## src/rtl/fll_pkg.sv

```systemverilog
// fll_pkg: shared types, defaults and trim clamp helper for the FLL trim controller
package fll_pkg;

    typedef enum logic [1:0] {IDLE, MEASURE, UPDATE, SETTLE} fll_state_e;

    localparam int SYNC_STAGES_DEF = 2;

    // Signed int arithmetic leaves headroom for trim +/- step at any legal trim width
    function automatic int clamp_step(input int base, input int step, input logic up,
                                      input int lo_lim, input int hi_lim,
                                      output logic sat_hi, output logic sat_lo);
        int v;
        v = up ? base + step : base - step;
        sat_hi = v > hi_lim;
        sat_lo = v < lo_lim;
        return sat_hi ? hi_lim : sat_lo ? lo_lim : v;
    endfunction

endpackage

```

## src/rtl/fll_ctrl_gen2_if.sv

```systemverilog
// fll_ctrl_gen2_if: configuration, oscillator input and status bundle of the FLL trim controller
interface fll_ctrl_gen2_if #(parameter int N = 32, parameter int TW = 9);
    logic          enable;
    logic          osc_div;
    logic [N-1:0]  gate_time;
    logic [N-1:0]  lower_bound;
    logic [N-1:0]  upper_bound;
    logic [TW-1:0] step_coarse;
    logic [7:0]    settle_cycles;
    logic          manual_en;
    logic [TW-1:0] manual_trim;
    logic [TW-1:0] trim;
    logic [N-1:0]  meas_count;
    logic          strobe;
    logic          locked;
    logic          sat_hi;
    logic          sat_lo;

    modport master (output enable, osc_div, gate_time, lower_bound, upper_bound, step_coarse,
                    settle_cycles, manual_en, manual_trim,
                    input trim, meas_count, strobe, locked, sat_hi, sat_lo);
    modport slave  (input enable, osc_div, gate_time, lower_bound, upper_bound, step_coarse,
                    settle_cycles, manual_en, manual_trim,
                    output trim, meas_count, strobe, locked, sat_hi, sat_lo);
endinterface

```

## src/rtl/fll_edge_counter.sv

```systemverilog
// fll_edge_counter: synchronises an asynchronous divided clock and counts its rising edges, saturating
module fll_edge_counter import fll_pkg::*; #(
    parameter int N           = 32,
    parameter int SYNC_STAGES = SYNC_STAGES_DEF
) (
    input  logic         clk_ref,
    input  logic         reset_n,
    input  logic         osc,
    input  logic         clr,
    input  logic         en,
    output logic [N-1:0] count
);
    logic [SYNC_STAGES-1:0] sync;
    logic                   hist;
    logic                   rise;

    assign rise = sync[SYNC_STAGES-1] & ~hist;

    always_ff @(posedge clk_ref or negedge reset_n) begin
        if (!reset_n) begin
            sync  <= '0;
            hist  <= 1'b0;
            count <= '0;
        end else begin
            sync <= {sync[SYNC_STAGES-2:0], osc};
            hist <= sync[SYNC_STAGES-1];
            if (clr)
                count <= '0;
            else if (en && rise && count != '1)
                count <= count + 1'b1;
        end
    end
endmodule

```

## src/rtl/fll_ctrl_gen2.sv

```systemverilog
// fll_ctrl_gen2: measures the divided oscillator over a gate window and steps a trim word
// coarse-then-fine towards an edge-count window, with qualified lock, settle and manual override
module fll_ctrl_gen2 import fll_pkg::*; #(
    parameter int N           = 32,
    parameter int TW          = 9,
    parameter int TRIM_MIN    = 0,
    parameter int TRIM_MAX    = 2**TW - 1,
    parameter int TRIM_INIT   = 448,
    parameter int LOCK_CNT    = 4,
    parameter int SYNC_STAGES = SYNC_STAGES_DEF
) (
    input logic           clk_ref,
    input logic           reset_n,
    fll_ctrl_gen2_if.slave bus
);
    localparam int RW = $clog2(LOCK_CNT + 1);

    fll_state_e    state, state_nx;
    logic [N-1:0]  count, gcnt, glen;
    logic [7:0]    scnt, slen;
    logic [RW-1:0] run;
    logic [TW-1:0] step, trim_nx;
    logic          fine, run_ok, clr, upd, hi, lo, c_hi, c_lo;

    assign run_ok = bus.enable & ~bus.manual_en;

    fll_edge_counter #(.N(N), .SYNC_STAGES(SYNC_STAGES)) u_edge (
        .clk_ref (clk_ref),
        .reset_n (reset_n),
        .osc     (bus.osc_div),
        .clr     (clr),
        .en      (state == MEASURE),
        .count   (count)
    );

    always_ff @(posedge clk_ref or negedge reset_n) begin
        if (!reset_n)
            state <= IDLE;
        else
            state <= state_nx;
    end

    always_comb begin
        state_nx = !run_ok          ? IDLE :
                   state == IDLE    ? MEASURE :
                   state == MEASURE ? (gcnt == glen - 1'b1 ? UPDATE : MEASURE) :
                   state == UPDATE  ? (trim_nx != bus.trim && bus.settle_cycles != 8'd0 ? SETTLE : MEASURE) :
                                      (scnt == slen - 1'b1 ? MEASURE : SETTLE);
    end

    always_comb begin
        clr     = state_nx == MEASURE && state != MEASURE;
        upd     = state == UPDATE && run_ok;
        step    = fine ? TW'(1) : (bus.step_coarse == '0 ? TW'(1) : bus.step_coarse);
        hi      = count > bus.upper_bound;
        lo      = !hi && count < bus.lower_bound;
        c_hi    = 1'b0;
        c_lo    = 1'b0;
        trim_nx = bus.trim;
        if (bus.manual_en)
            trim_nx = TW'(clamp_step(int'(bus.manual_trim), 0, 1'b1, TRIM_MIN, TRIM_MAX, c_hi, c_lo));
        else if (upd && (hi || lo))
            trim_nx = TW'(clamp_step(int'(bus.trim), int'(step), hi, TRIM_MIN, TRIM_MAX, c_hi, c_lo));
    end

    always_ff @(posedge clk_ref or negedge reset_n) begin
        if (!reset_n) begin
            bus.trim       <= TW'(TRIM_INIT);
            bus.meas_count <= '0;
            bus.strobe     <= 1'b0;
            bus.locked     <= 1'b0;
            bus.sat_hi     <= 1'b0;
            bus.sat_lo     <= 1'b0;
            fine           <= 1'b0;
            run            <= '0;
            gcnt           <= '0;
            glen           <= '0;
            scnt           <= '0;
            slen           <= '0;
        end else begin
            bus.trim   <= trim_nx;
            bus.strobe <= upd;
            gcnt       <= clr ? '0 : gcnt + 1'b1;
            scnt       <= state == UPDATE ? '0 : scnt + 1'b1;
            if (clr)
                glen <= bus.gate_time == '0 ? N'(1) : bus.gate_time;
            if (state == UPDATE)
                slen <= bus.settle_cycles;
            if (!run_ok) begin
                bus.locked <= 1'b0;
                fine       <= 1'b0;
                run        <= '0;
                if (bus.manual_en) begin
                    bus.sat_hi <= 1'b0;
                    bus.sat_lo <= 1'b0;
                end
            end else if (upd) begin
                bus.meas_count <= count;
                bus.sat_hi     <= c_hi;
                bus.sat_lo     <= c_lo;
                if (hi || lo) begin
                    run        <= '0;
                    bus.locked <= 1'b0;
                end else begin
                    run        <= run == RW'(LOCK_CNT) ? run : run + 1'b1;
                    bus.locked <= run >= RW'(LOCK_CNT - 1);
                    fine       <= 1'b1;
                end
            end
        end
    end
endmodule

```

## src/flat_wrapper.sv

```systemverilog
// flat-port wrapper written by rule: the top's interface ports become plain ports
module fll_ctrl_gen2_flat import fll_pkg::*;
#(
    parameter int N           = 32,
    parameter int TW          = 9,
    parameter int TRIM_MIN    = 0,
    parameter int TRIM_MAX    = 2**TW - 1,
    parameter int TRIM_INIT   = 448,
    parameter int LOCK_CNT    = 4,
    parameter int SYNC_STAGES = SYNC_STAGES_DEF
)
  (clk_ref, reset_n, bus_enable, bus_osc_div, bus_gate_time, bus_lower_bound, bus_upper_bound, bus_step_coarse, bus_settle_cycles, bus_manual_en, bus_manual_trim, bus_trim, bus_meas_count, bus_strobe, bus_locked, bus_sat_hi, bus_sat_lo);
  fll_ctrl_gen2_if #(.N(N), .TW(TW)) bus_i ();
  input logic clk_ref;
  input logic reset_n;
  input wire logic [$bits(bus_i.enable)-1:0] bus_enable;
  input wire logic [$bits(bus_i.osc_div)-1:0] bus_osc_div;
  input wire logic [$bits(bus_i.gate_time)-1:0] bus_gate_time;
  input wire logic [$bits(bus_i.lower_bound)-1:0] bus_lower_bound;
  input wire logic [$bits(bus_i.upper_bound)-1:0] bus_upper_bound;
  input wire logic [$bits(bus_i.step_coarse)-1:0] bus_step_coarse;
  input wire logic [$bits(bus_i.settle_cycles)-1:0] bus_settle_cycles;
  input wire logic [$bits(bus_i.manual_en)-1:0] bus_manual_en;
  input wire logic [$bits(bus_i.manual_trim)-1:0] bus_manual_trim;
  output wire logic [$bits(bus_i.trim)-1:0] bus_trim;
  output wire logic [$bits(bus_i.meas_count)-1:0] bus_meas_count;
  output wire logic [$bits(bus_i.strobe)-1:0] bus_strobe;
  output wire logic [$bits(bus_i.locked)-1:0] bus_locked;
  output wire logic [$bits(bus_i.sat_hi)-1:0] bus_sat_hi;
  output wire logic [$bits(bus_i.sat_lo)-1:0] bus_sat_lo;
  assign bus_i.enable = bus_enable;
  assign bus_i.osc_div = bus_osc_div;
  assign bus_i.gate_time = bus_gate_time;
  assign bus_i.lower_bound = bus_lower_bound;
  assign bus_i.upper_bound = bus_upper_bound;
  assign bus_i.step_coarse = bus_step_coarse;
  assign bus_i.settle_cycles = bus_settle_cycles;
  assign bus_i.manual_en = bus_manual_en;
  assign bus_i.manual_trim = bus_manual_trim;
  assign bus_trim = bus_i.trim;
  assign bus_meas_count = bus_i.meas_count;
  assign bus_strobe = bus_i.strobe;
  assign bus_locked = bus_i.locked;
  assign bus_sat_hi = bus_i.sat_hi;
  assign bus_sat_lo = bus_i.sat_lo;
  fll_ctrl_gen2 #(.N(N), .TW(TW), .TRIM_MIN(TRIM_MIN), .TRIM_MAX(TRIM_MAX), .TRIM_INIT(TRIM_INIT), .LOCK_CNT(LOCK_CNT), .SYNC_STAGES(SYNC_STAGES)) u_core (.clk_ref(clk_ref), .reset_n(reset_n), .bus(bus_i));
endmodule
```

## config.mk

```make
export PLATFORM = sky130hd
export DESIGN_NAME = fll_ctrl_gen2_flat
export DESIGN_NICKNAME = d
export VERILOG_FILES = /design/src/rtl/fll_pkg.sv /design/src/rtl/fll_ctrl_gen2_if.sv /design/src/rtl/fll_edge_counter.sv /design/src/rtl/fll_ctrl_gen2.sv /design/src/flat_wrapper.sv
export SDC_FILE = /design/constraint.sdc
export NUM_CORES = 1
export LEC_CHECK = 0
export ABC_AREA = 1
export CELL_PAD_IN_SITES_DETAIL_PLACEMENT = 1
export CELL_PAD_IN_SITES_GLOBAL_PLACEMENT = 1
export CORE_UTILIZATION = 25
export CTS_BUF_LIST = sky130_fd_sc_hd__clkbuf_16
export CTS_CLUSTER_DIAMETER = 80
export DETAILED_ROUTE_END_ITERATION = 12
export PLACE_DENSITY = 0.64
export SLEW_MARGIN = 10
export SYNTH_ARGS = -nofsm -noshare
export SYNTH_HDL_FRONTEND = slang
export SYNTH_SLANG_ARGS = --single-unit
```

## constraint.sdc

```tcl
create_clock -name clk_ref -period 3.8 [get_ports clk_ref]
set_input_delay 1.14 -clock clk_ref [delete_from_list [all_inputs] [get_ports clk_ref]]
set_output_delay 1.14 -clock clk_ref [all_outputs]
set_load 0.1 [all_outputs]
```

==> results by stage, run 1 <==
Outcome:
- The flow ran to the end, but the final reports show violations.
- The checks that failed: setup timing.

Setup path:
- The element type at the critical path end is a flop.
- Data on the critical path is required at its endpoint by 4.15 ns.
- The endpoint of the worst register-to-register path is u_core.glen[13].
- The start of the worst register-to-register path is u_core.u_edge.count[27].
- The count of cells along the worst register-to-register path is 28.
- The critical path's slowest cell is clkdlybuf4s50_1.
- The worst setup path is launched from an input port.
- At the worst endpoint, the arrival time is 4.44 ns.
- The critical path starts at bus_upper_bound[8].
- On the worst path, the slowest cell contributes a delay of 0.48 ns.
- The setup check on the worst reg-to-reg path leaves a slack of 0.07 ns.
- The critical path in this run is classified as in -> reg.
- The endpoint of the most critical setup path is u_core.glen[13].
- By instance count, the cell type seen most on the critical path is nand2_1.
- The highest fanout seen on the critical path is 8.

STA:
- Hold timing on the final database bottoms out at a slack of 0.366 ns.
- The max-slew headroom at the worst pin is 58.6%.
- The total negative setup slack is -22.50 ns.
- The final count of hold timing violations was 0.
- Setup violations remaining at the end of the flow were counted as 97.
- Setup repair after global routing could not meet its margin everywhere.
- In the post-route analysis, the smallest setup slack over all paths is -0.295 ns.
- The max-slew violation total from the final report is 0.
- For the finished layout, the period the worst path requires is 4.09 ns.
- In the finished design, the share of the clock period the worst path needs comes to 108%.
- At the pin with the least slew margin, the transition time is 0.621 ns.
- The highest clock frequency the design can meet is 244 MHz.
- On the final layout, the worst clock skew is 0.0135 ns.

Power:
- Summed over all cells, the static leakage comes to 7.92 nW.
- Summing internal, switching and leakage power gives 5.81 mW.
- IR analysis of the VDD net gives a maximum drop of 0.256 mV.
- Dividing total power by cell area gives a power density of 347 mW/mm^2.

Cells and area:
- Once layout is complete, the utilization of the core stands at 36.6%.
- The fraction of final layout cells with drive strength greater than 1 is 24.8%.
- The count of placed standard cells in the final layout, fillers left out is 2462.
- The repair_antennas step left the layout with diodes totalling 0.
- The area added between synthesis and finish is 42.7%.
- The final-stage net count is 2067.
- The post-layout instance area is 0.0167 sq mm.

Logic synthesis:
- During synthesis, Yosys emitted a total of 0 warnings.
- Of the post-synthesis cell area, the dominant cell type holds 34.8%.
- The share of the yosys chip area belonging to registers is 35.5%.
- The register bit total from synthesis is 166.
- The synthesized netlist cell count is 1546.
- The async set-or-reset flop fraction in the synthesized netlist is 100%.
- In the post-synthesis netlist, the biggest area contributors are dfrtp_1 35%, nand2_1 12%, ha_1 9.5%.
- The synthesized net count is 1764.
- The average instance in the mapped netlist occupies 7.58 sq um.
- Of all cell types, the one taking the most synthesized area is dfrtp_1.
- The count of different cell masters after synthesis is 49.
- In the synthesized netlist the dominant register cell turns out to be dfrtp_1.
- The post-synth design cell area is 0.0117 sq mm.
- The synthesized design contains 0 enable-type register cells.

Global routing:
- The first-pass GRT wire length is 65.3 mm.
- In the global route stage, met2 resource usage came out at 30.2%.
- Global routing used 2.92% of the available met3 tracks.
- Across every metal layer, demand over resource in global routing totals 17.2%.
- The number of antenna violations at the first check in global routing came to 0.
- The highest-utilization routing layer at the global route stage is met2.
- Summed over all layers, the global routing overflow is 0.
- The number of global-route vias before repair came to 12600.
- Entering global routing, the biggest net connects 58 pins.
- The routing usage on met1 is 21.7%.

Placement:
- The pre-CTS setup slack is -1.34 ns.
- Routability-driven placement finished with a final weighted congestion of 0.816.
- The placed instance count is 2401.
- The count of input and output buffers is 171.
- In this run the cell area measured after placement is 0.0149 sq mm.
- Summed over all nets, the half-perimeter wirelength after detailed placement is 30.2 mm.

CTS:
- The tree is rooted in a clkbuf_16.
- For this design, the sink count on the clock tree is 166.
- The clock tree synthesis step divided the H-tree into 4 levels.
- The clock buffer count from CTS is 17.
- The insertion delay to the later sink of the worst-skew pair is 0.46 ns.
- The worst-case clock buffer depth is 2.
- The clock transition at the register clock pins on the worst setup and hold paths after CTS is 0.08 ns.
- TritonCTS built the clock tree.

Floorplan:
- The number of rows created at floorplan is 78.
- The area enclosed by the die boundary is 0.0478 sq mm.
- The boundary pin count is 172.
- The floorplan step set the die height to 219 microns.
- The initial utilization of the core area, before any placement, comes to 25.6%.
- The floorplan core area is 0.0458 sq mm.
- The die outline width is 219 microns.

Detailed routing:
- The number of remaining DRC errors is 0.
- The routed design has 40.2 mm of wire.
- Summing over every cut layer, the via total after detailed routing is 11400.
- The length of the first detailed-routing pass in iterations is 4.
- For this block, the initial DRC count from the detailed router was 417.
- Once detail routing completed, the nets flagged for antenna violations numbered 0.
- In the routed layout, each cell is associated on average with a via count of 4.62.
- Dividing the detail-routed wire length by the instance count gives 16.3 microns.

Flow run:
- The number of maximum-capacitance constraint violations is 0.

Min path:
- The count of cells along the worst hold path is 0.
- The class of the tightest hold or removal check is reg -> reg.
==> state kept, by name, indices dropped and copies added, names as in the netlist <==
| name | cells |
|---|---|
| u_core.bus.sat_hi | 1 |
| u_core.bus.trim | 9 |
| u_core.bus.locked | 1 |
| u_core.u_edge.hist | 1 |
| u_core.bus.meas_count | 32 |
| u_core.scnt | 8 |
| u_core.bus.sat_lo | 1 |
| u_core.u_edge.count | 32 |
| u_core.gcnt | 32 |
| u_core.fine | 1 |
| u_core.run | 3 |
| u_core.slen | 8 |
| u_core.u_edge.sync | 2 |
| u_core.glen | 32 |
| u_core.state | 2 |
| u_core.bus.strobe | 1 |
==> where the power goes <==
group / leakage [nW] / switching [mW] / internal, mW
combinational: 5.47 / 1.11 / 0.737
sequential: 2.17 / 0.242 / 1.95
clock: 0.278 / 0.887 / 0.876
==> cell usage after synthesis (all sizes together) (3+ instances only) <==
| cell type | number |
|---|---|
| nor3 | 39 |
| nor4 | 18 |
| nor2 | 112 |
| xor2 | 81 |
| inv | 213 |
| nand3b | 4 |
| dfstp | 3 |
| o21a | 3 |
| a31oi | 3 |
| clkbuf | 16 |
| dfrtp | 163 |
| a221oi | 5 |
| or3 | 3 |
| o21ai | 66 |
| or4 | 4 |
| nand3 | 91 |
| a21boi | 6 |
| ha | 89 |
| nand2 | 396 |
| or2 | 5 |
| a21oi | 115 |
| nand4 | 27 |
| buf | 24 |
| o22ai | 3 |
| xnor2 | 40 |
==> area by class of cell <==
type | count | area, sq um
clock buffer | 17 | 425
fill | 5514 | 29000
timing repair buffer | 324 | 3040
inverter | 214 | 803
tap | 600 | 751
multi-input combinational | 1126 | 7410
clock inverter | 15 | 151
sequential | 166 | 4160
==> cells by family after synthesis <==
family | Yosys count | synth area share (%)
flip-flops | 166 | 35.5
AND/OR/NAND/NOR | 703 | 26.0
buffers and inverters | 254 | 8.89
AO/OA/AOI/OAI | 211 | 10.7
adder cells (fa/ha/maj) | 91 | 9.84
XOR/XNOR | 121 | 9.04
==> critical path, delay by kind of cell <==
kind / cells / cell delay (ns)
fa+ha+maj: 1 / 0.28
buf+inv: 5 / 1.00
simple gates: 25 / 1.98
==> how the worst min path moves through the flow <==
| stage | start | end | slack [ns] |
|---|---|---|---|
| 2_1_floorplan | u_core.u_edge.sync[0] | u_core.u_edge.sync[1] | 0.33 |
| 3_3_place_gp | u_core.u_edge.sync[0] | u_core.u_edge.sync[1] | 0.34 |
| 3_5_place_dp | u_core.u_edge.sync[0] | u_core.u_edge.sync[1] | 0.35 |
| 4_1_cts | u_core.u_edge.sync[0] | u_core.u_edge.sync[1] | 0.37 |
| 5_1_grt | u_core.u_edge.sync[0] | u_core.u_edge.sync[1] | 0.38 |
| 6_report | u_core.u_edge.sync[0] | u_core.u_edge.sync[1] | 0.37 |
==> cell usage in the layout, fill, tap and decap left out, types with 28 or more instances in the layout <==
cell	netlist	layout
nand2_1	390	328
inv_1	213	187
buf_4	1	171
dfrtp_1	163	163
nor2_1	109	100
nand3_1	90	81
xor2_1	81	81
clkdlybuf4s50_1	0	70
a21oi_1	83	66
o21ai_0	65	60
ha_1	89	57
a21oi_2	32	48
nand2_2	6	47
dlygate4sd2_1	0	42
xnor2_1	40	40
nor3_1	35	32
ha_4	0	28
==> per-layer routing <==
metal	vias up	wire (microns)
met5	-	0
met4	0	558
met1	5565	18700
li1	5616	-
met2	151	19900
met3	35	1070
==> repair_timing <==
item                                    4_1_cts  5_1_grt
hold endpoints to repair                      0        0
gates resized for setup                     242       65
pin swaps                                   130       10
hold buffers                                  0        0
gates cloned                                  6        3
endpoints found under the setup margin       97       97
buffers inserted                             18        3
Power figures use the tool's default switching activity.
==> run 2: changes to the inputs <==
- CTS_CLUSTER_SIZE: not set -> 8
- SLEW_MARGIN: 10 -> not set
==> results of run 2 <==
Same layout as run 1: the final DEF is identical, and so are final timing and power.
